===== src/rtl/mac_pkg.sv =====
// mac_pkg: shared constants, FSM state type and the saturating-add helper
// for the mac_acc_36 reduction stage.
// Optional feature macro: MAC_ACC_SAT_EN (saturating accumulation).
package mac_pkg;

    // Signed product width per lane.
    localparam int PW       = 16;
    // Pipeline depth of the adder tree (registers after levels 2, 4 and 6).
    localparam int TREE_LAT = 3;

    typedef enum logic [1:0] {
        IDLE,
        RUN,
        DRAIN,
        HOLD
    } state_e;

`ifdef MAC_ACC_SAT_EN
    typedef struct packed {
        logic signed [63:0] sum;
        logic               ovf;
    } sat_res_t;

    // Adds two values that each fit in w signed bits and clamps the result
    // to the signed w-bit range; ovf reports that clamping took place.
    function automatic sat_res_t sat_add(input logic signed [63:0] a,
                                         input logic signed [63:0] b,
                                         input int unsigned        w);
        sat_res_t           r;
        logic signed [63:0] s;
        logic signed [63:0] max_v;
        logic signed [63:0] min_v;
        s     = a + b;
        max_v = (64'sd1 <<< (w - 1)) - 64'sd1;
        min_v = -(64'sd1 <<< (w - 1));
        r.ovf = 1'b0;
        r.sum = s;
        if (s > max_v) begin
            r.sum = max_v;
            r.ovf = 1'b1;
        end else if (s < min_v) begin
            r.sum = min_v;
            r.ovf = 1'b1;
        end
        return r;
    endfunction
`endif

endpackage


===== src/rtl/add_tree_36.sv =====
// add_tree_36: signed pipelined reduction of N lanes (zero-padded to 64)
// through six adder levels, registered after levels 2, 4 and 6. A valid bit
// travels alongside the data.
module add_tree_36 #(
    parameter int N  = 36,
    parameter int PW = 16
) (
    input  logic                 clk,
    input  logic                 rst_n,
    input  logic [PW*N-1:0]      lanes_i,
    input  logic                 vld_i,
    output logic signed [PW+5:0] sum_o,
    output logic                 vld_o
);

    // Sum width: 64 lanes of PW bits need 6 extra bits.
    localparam int SW = PW + 6;

    logic signed [SW-1:0] l0   [64];
    logic signed [SW-1:0] l1   [32];
    logic signed [SW-1:0] l2_d [16];
    logic signed [SW-1:0] l2_q [16];
    logic signed [SW-1:0] l3   [8];
    logic signed [SW-1:0] l4_d [4];
    logic signed [SW-1:0] l4_q [4];
    logic signed [SW-1:0] l5   [2];
    logic signed [SW-1:0] l6_d;
    logic signed [SW-1:0] l6_q;
    logic [2:0]           vld_q;

    // Sign-extend real lanes, pad the rest of the 64-wide tree with zeros.
    for (genvar g = 0; g < 64; g++) begin : g_lane
        if (g < N) begin : g_real
            assign l0[g] = SW'(signed'(lanes_i[PW*(g+1)-1 -: PW]));
        end else begin : g_pad
            assign l0[g] = '0;
        end
    end

    // Adder level 1.
    always_comb begin
        for (int i = 0; i < 32; i++) l1[i] = l0[2*i] + l0[2*i+1];
    end

    // Adder level 2.
    always_comb begin
        for (int i = 0; i < 16; i++) l2_d[i] = l1[2*i] + l1[2*i+1];
    end

    // Adder level 3.
    always_comb begin
        for (int i = 0; i < 8; i++) l3[i] = l2_q[2*i] + l2_q[2*i+1];
    end

    // Adder level 4.
    always_comb begin
        for (int i = 0; i < 4; i++) l4_d[i] = l3[2*i] + l3[2*i+1];
    end

    // Adder levels 5 and 6.
    always_comb begin
        for (int i = 0; i < 2; i++) l5[i] = l4_q[2*i] + l4_q[2*i+1];
        l6_d = l5[0] + l5[1];
    end

    // Pipeline data registers.
    // NOTE: the wide data registers carry no reset; only the valid bits decide
    // whether their contents are ever consumed.
    always_ff @(posedge clk) begin
        l2_q <= l2_d;
        l4_q <= l4_d;
        l6_q <= l6_d;
    end

    // Valid bit shifts alongside the data.
    // NOTE: non-blocking assignment lets every stage see the previous value,
    // which is what makes this a shift register rather than a wire.
    always_ff @(posedge clk or negedge rst_n) begin
        if (!rst_n) vld_q <= '0;
        else        vld_q <= {vld_q[1:0], vld_i};
    end

    assign sum_o = l6_q;
    assign vld_o = vld_q[2];

endmodule


===== src/rtl/mac_acc_36.sv =====
// mac_acc_36: accumulating dot-product stage for two packed product buses.
// Each accepted beat is reduced by an adder tree per channel and summed into
// an accumulator over a programmed number of beats; both results are then
// held on a valid/ready port.
// Optional feature macro: MAC_ACC_SAT_EN (saturate instead of wrap, sticky ovf).
module mac_acc_36
    import mac_pkg::*;
#(
    parameter int N     = 36,
    parameter int PW    = mac_pkg::PW,
    parameter int ACC_W = 32,
    parameter int LEN_W = 16
) (
    input  logic             clk,
    input  logic             rst_n,
    input  logic [PW*N-1:0]  prod1,
    input  logic [PW*N-1:0]  prod2,
    input  logic             prod_vld,
    input  logic             start,
    input  logic [LEN_W-1:0] len,
    output logic [ACC_W-1:0] out_data1,
    output logic [ACC_W-1:0] out_data2,
    output logic             out_vld,
    input  logic             out_rdy,
    output logic             busy,
    output logic             ovf
);

    localparam int SW = PW + 6;

    state_e                   state_q, state_d;
    logic [LEN_W-1:0]         len_q, len_d;
    logic [LEN_W-1:0]         cnt_q, cnt_d;
    logic [1:0]               drn_q, drn_d;
    logic signed [ACC_W-1:0]  acc1_q, acc1_d, acc2_q, acc2_d;
    logic [ACC_W-1:0]         out1_q, out1_d, out2_q, out2_d;
    logic                     beat;
    logic signed [SW-1:0]     t1_sum, t2_sum;
    logic                     t1_vld, t2_vld, t_vld;

    // Products count only while a job is running.
    assign beat  = (state_q == RUN) && prod_vld;
    assign t_vld = t1_vld & t2_vld;

    add_tree_36 #(.N(N), .PW(PW)) u_tree1 (
        .clk     (clk),
        .rst_n   (rst_n),
        .lanes_i (prod1),
        .vld_i   (beat),
        .sum_o   (t1_sum),
        .vld_o   (t1_vld)
    );

    add_tree_36 #(.N(N), .PW(PW)) u_tree2 (
        .clk     (clk),
        .rst_n   (rst_n),
        .lanes_i (prod2),
        .vld_i   (beat),
        .sum_o   (t2_sum),
        .vld_o   (t2_vld)
    );

`ifdef MAC_ACC_SAT_EN
    logic     ovf_q, ovf_d;
    sat_res_t r1, r2;

    assign r1  = sat_add(64'(acc1_q), 64'(t1_sum), ACC_W);
    assign r2  = sat_add(64'(acc2_q), 64'(t2_sum), ACC_W);
    assign ovf = ovf_q;
`else
    assign ovf = 1'b0;
`endif

    // Next-state logic: FSM, beat/drain counters, accumulators, output capture.
    // NOTE: every variable gets its hold value first so no path leaves one
    // unassigned, which would otherwise infer a latch.
    always_comb begin
        state_d = state_q;
        len_d   = len_q;
        cnt_d   = cnt_q;
        drn_d   = drn_q;
        acc1_d  = acc1_q;
        acc2_d  = acc2_q;
        out1_d  = out1_q;
        out2_d  = out2_q;
`ifdef MAC_ACC_SAT_EN
        ovf_d   = ovf_q;
`endif

        if (t_vld) begin
`ifdef MAC_ACC_SAT_EN
            acc1_d = r1.sum[ACC_W-1:0];
            acc2_d = r2.sum[ACC_W-1:0];
            ovf_d  = ovf_q | r1.ovf | r2.ovf;
`else
            acc1_d = acc1_q + ACC_W'(t1_sum);
            acc2_d = acc2_q + ACC_W'(t2_sum);
`endif
        end

        unique case (state_q)
            IDLE: begin
                if (start && (len != '0)) begin
                    state_d = RUN;
                    len_d   = len;
                    cnt_d   = '0;
                    acc1_d  = '0;
                    acc2_d  = '0;
`ifdef MAC_ACC_SAT_EN
                    ovf_d   = 1'b0;
`endif
                end
            end
            RUN: begin
                if (prod_vld) begin
                    cnt_d = cnt_q + LEN_W'(1);
                    if ((cnt_q + LEN_W'(1)) == len_q) begin
                        state_d = DRAIN;
                        drn_d   = '0;
                    end
                end
            end
            DRAIN: begin
                // The last beat reaches the accumulator TREE_LAT edges after
                // acceptance; capture one edge later.
                if (drn_q == 2'(TREE_LAT)) begin
                    state_d = HOLD;
                    out1_d  = acc1_q;
                    out2_d  = acc2_q;
                end else begin
                    drn_d = drn_q + 2'd1;
                end
            end
            HOLD: begin
                if (out_rdy) state_d = IDLE;
            end
            default: state_d = IDLE;
        endcase
    end

    // State registers.
    always_ff @(posedge clk or negedge rst_n) begin
        if (!rst_n) begin
            state_q <= IDLE;
            len_q   <= '0;
            cnt_q   <= '0;
            drn_q   <= '0;
            acc1_q  <= '0;
            acc2_q  <= '0;
            out1_q  <= '0;
            out2_q  <= '0;
        end else begin
            state_q <= state_d;
            len_q   <= len_d;
            cnt_q   <= cnt_d;
            drn_q   <= drn_d;
            acc1_q  <= acc1_d;
            acc2_q  <= acc2_d;
            out1_q  <= out1_d;
            out2_q  <= out2_d;
        end
    end

`ifdef MAC_ACC_SAT_EN
    // Sticky overflow flag, cleared by the next start.
    always_ff @(posedge clk or negedge rst_n) begin
        if (!rst_n) ovf_q <= 1'b0;
        else        ovf_q <= ovf_d;
    end
`endif

    assign out_data1 = out1_q;
    assign out_data2 = out2_q;
    assign out_vld   = (state_q == HOLD);
    assign busy      = (state_q != IDLE);

endmodule


===== config.mk =====
export PLATFORM = sky130hd
export DESIGN_NAME = mac_acc_36
export DESIGN_NICKNAME = d
export VERILOG_FILES = /design/src/rtl/mac_pkg.sv /design/src/rtl/add_tree_36.sv /design/src/rtl/mac_acc_36.sv
export SDC_FILE = /design/constraint.sdc
export NUM_CORES = 2
export LEC_CHECK = 0
export ABC_AREA = 1
export CORE_ASPECT_RATIO = 0.7
export CORE_UTILIZATION = 30
export DETAILED_ROUTE_END_ITERATION = 16
export PLACE_DENSITY_LB_ADDON = 0.1
export SLEW_MARGIN = 5
export SYNTH_ARGS = -nofsm -noshare
export SYNTH_HDL_FRONTEND = slang
export SYNTH_SLANG_ARGS = --single-unit

===== constraint.sdc =====
create_clock -name clk -period 4.1 [get_ports clk]
set_input_delay 0.41 -clock clk [delete_from_list [all_inputs] [get_ports clk]]
set_output_delay 0.41 -clock clk [all_outputs]
set_load 0.02 [all_outputs]

==> impl_metrics.env <==
export IMPL_grt_pass1_wl_um=398400
export IMPL_dpl_hpwl_um=230800
export IMPL_critPathLaunchType="input port"
export IMPL_grt_pass1_vias=65748
export IMPL_worst_pin_slew_ns=0.9540
export IMPL_timing_setup_tns_ns=0
export IMPL_clkSinkCount=739
export IMPL_p_seq_share_pct=17.2
export IMPL_syn_nets=11595
export IMPL_final_layout_size_suffix_gt1_share_pct=4.009
export IMPL_synthMuxAreaShare_pct=0.7985
export IMPL_synthSimpleGateAreaFrac_pct=14.86
export IMPL_fin_crit_ns=3.758
export IMPL_slew_headroom_pct=36.25
export IMPL_synth_top_family_by_area="adder cells"
export IMPL_finalPower_mw=81.43
export IMPL_dieArea_mm2=0.2370
export IMPL_fp_coreArea_mm2=0.2330
export IMPL_detail_route_antenna_nets=0
export IMPL_switching_share_pct=51.24
export IMPL_numCtsBuffers=80
export IMPL_fmax_mhz=266.1
export IMPL_critical_path_class="input port to flip-flop"
export IMPL_post_drt_wl_per_cell_um=19.12
export IMPL_dieHeight_um=407.6
export IMPL_fin_cells=13708
export IMPL_hp_class="input port to flip-flop"
export IMPL_rows=148
export IMPL_power_switching_mw=41.73
export IMPL_power_density_mw_per_mm2=895.1
export IMPL_port_buffers=1238
export IMPL_dp_slack_ns=-0.2309
export IMPL_yosysTopAreaCell="ha_1"
export IMPL_maxCapViolations=0
export IMPL_antenna_found_initial=30
export IMPL_dp_cells=13553
export IMPL_worstSkewPairLatency_ns=0.69
export IMPL_post_cts_buffers=0
export IMPL_vdd_drop_max_mv=0.9139
export IMPL_synth_compound_area_share_pct=16.94
export IMPL_drt_pass1_iterations=6
export IMPL_drv_slew=0
export IMPL_drc=0
export IMPL_comb_power_share_pct=73.3
export IMPL_synth_warnings=0
export IMPL_fin_worst_skew_ns=0.03743
export IMPL_vias=65538
export IMPL_overflow=0
export IMPL_hold_viol=0
export IMPL_yosys_area_top_type_share_pct=19.07
export IMPL_async_reset_ff_share_pct=22.60
export IMPL_hold_buffers=1
export IMPL_io_pins=1240
export IMPL_crit_fanout=3
export IMPL_arrival_ns=4.36
export IMPL_rsz0062_at_grt="false"
export IMPL_clockBufferDepth=3
export IMPL_grt_max_degree=78
export IMPL_nNetsFinal=13077
export IMPL_yosys_area_share_xor_xnor_pct=11.49
export IMPL_synth_area_per_cell_um2=7.767
export IMPL_end_kind="flip-flop"
export IMPL_h_tree_depth=3
export IMPL_synth_ff_type="dfxtp_1"
export IMPL_grt_total_usage_pct=21.61
export IMPL_synth_distinct_cells=55
export IMPL_area_growth_pct=29.02
export IMPL_synth_seq_cells=739
export IMPL_power_leakage_nw=44.07
export IMPL_vias_per_cell=4.781
export IMPL_cp_required_ns=4.70
export IMPL_syn_instance_count=9079
export IMPL_root_buffer="clkbuf_16"
export IMPL_finalCritPeriodShare_pct=91.66
export IMPL_synth_edf_count=0
export IMPL_hold_worst_slack_ns=0.2859
export IMPL_finalSetupViolations=0
export IMPL_dieWidth_um=581.5
export IMPL_tritoncts="built"
export IMPL_cts_repair_resized=0
export IMPL_yosys_top_cells_area="ha_1 (19%), dfxtp_1 (16%), nand2_1 (8.2%)"
export IMPL_p_clk_share_pct=9.4
export IMPL_internal_power_mw=39.70
export IMPL_ys_seq_area_share_pct=22.17
export IMPL_status="finished, final reports clean"
export IMPL_setup_slack_ns=0.3418
export IMPL_clkTransAtPathRegs_ns=0.06
export IMPL_wirelength_um=262100
export IMPL_synthAdderAreaFrac_pct=26.68
export IMPL_fillCellCount=24155
export IMPL_gp_congestion=0.9411
export IMPL_initial_core_util_pct=30.27
export IMPL_netlist_area_mm2=0.07052
export IMPL_drtIter0Drc=3788
==> critical path, stage by stage <==
cell	delay [ns]
clkdlybuf4s50_1	0.46
ha_1	0.17
inv_1	0.06
fa_1	0.40
nand3b_1	0.18
nand2_1	0.26
a21boi_0	0.24
o21ai_0	0.31
a31oi_1	0.16
o21ai_0	0.22
xor2_1	0.34
ha_1	0.32
nand2_1	0.07
inv_1	0.05
a221oi_1	0.24
o21ai_1	0.16
nand2_1	0.13
nand3_1	0.10
o21ai_0	0.10
==> cells in the mapped netlist (7+ instances only) <==
master and instances:
a211oi_1 18, a21boi_0 42, a21boi_1 17, a21o_1 73, a21oi_1 1019, a221oi_1 13, a22oi_1 27, a31oi_1 109
buf_2 7, clkbuf_1 21, dfrtp_1 167, dfxtp_1 572, fa_1 268, ha_1 1075, inv_1 1284, mux2_2 50
nand2_1 1541, nand2_2 7, nand3_1 330, nand3b_1 28, nand4_1 59, nor2_1 432, nor3_1 113, nor4_1 12
o211ai_1 43, o21a_1 23, o21ai_0 553, o21ai_1 89, o21ai_2 17, o21bai_1 49, o22ai_1 13, o31ai_1 42
or2_2 9, xnor2_1 324, xor2_1 593
==> power by group through the flow <==
stage / registers [mW] / clock network [mW] / logic (mW)
2_1_floorplan: 13.1 / 0 / 42.8
3_3_place_gp: 14.3 / 0 / 59.9
3_5_place_dp: 14.3 / 0 / 59.8
4_1_cts: 14.2 / 7.97 / 60.4
5_1_grt: 14.5 / 8.26 / 68.0
6_report: 14.0 / 7.67 / 59.7
==> area by class of cell <==
cell class              count  area, um^2  area share [%]
well taps                3075        3847           4.229
clock inverters            32       374.1          0.4112
clock buffers             114        2399           2.636
inverters                1289        4838           5.318
multi-input cells        7016       49920           54.87
diodes                      8       20.02         0.02200
flip-flops and latches    739       15630           17.18
repair buffers           1435       13950           15.34
==> state kept, by name, summed over array words and instances (netlist names) <==
register and cells:
out_data2 32, drn_q 2, u_tree1.vld_q 1, out_data1 32, u_tree2.vld_q 2, u_tree2.sum_o 22, u_tree1.l2_q 198, u_tree2.l2_q 198
acc1_q 32, acc2_q 32, u_tree1.sum_o 22, cnt_q 16, u_tree1.l4_q 66, u_tree2.l4_q 66, state_q 2, len_q 16
==> worst paths after layout <==
kind	startpoint	endpoint	cells after the start	slack (ns)
worst min register to register	u_tree1.l2_q[169]	u_tree1.l4_q[37]	0	0.32
worst max-delay path	prod1[384]	u_tree1.l2_q[218]	19	0.34
worst min-delay path	len[2]	len_q[2]	3	0.29
min in group asynchronous	rst_n	len_q[12]	2	0.31
worst max register to register	u_tree2.l2_q[265]	u_tree2.l4_q[81]	13	0.68
max in group asynchronous	rst_n	acc1_q[19]	3	2.65
==> layout by cell type (no fill, tap or decap), types with 17 or more instances in the layout <==
master              n
nand3_1           330
fa_1              268
a21boi_0           42
o21ai_2            17
o21ai_0           553
o21ai_1            89
a22oi_1            27
dfxtp_1           572
nor3_1            113
buf_4             190
clkdlybuf4s50_1  1237
o31ai_1            42
a211oi_1           18
a21oi_1          1019
a21boi_1           17
o211ai_1           43
a31oi_1           109
xnor2_1           324
mux2_2             50
o21bai_1           49
nor2_1            431
a21o_1             73
o21a_1             23
nand2_1          1540
nand3b_1           28
inv_1            1284
xor2_1            593
nand4_1            59
dfrtp_1           166
ha_1             1075
clkbuf_16          87
==> layer usage <==
layer	track usage, %	routed length (um)	vias up
li1	-	-	33418
met1	32.22	135400	30509
met2	33.45	111700	1437
met3	2.808	11290	172
met4	3.189	3775	2
met5	0	13	-
==> stage by stage <==
step | instance area (um^2) | utilization [%]
5_1_grt | 90980 | 39.05
3_5_place_dp | 88180 | 37.85
2_1_floorplan | 70520 | -
4_1_cts | 90960 | 39.05
3_3_place_gp | 88180 | 37.85
6_report | 90980 | 39.06
==> cell families after synthesis <==
logic type      after synthesis
simple gates               2544
compound gates             2158
fa+ha+maj                  1343
buf+inv                    1324
xor+xnor                    920
flops                       739
mux                          50
other cells                   1
Power figures use the tool's default switching activity.
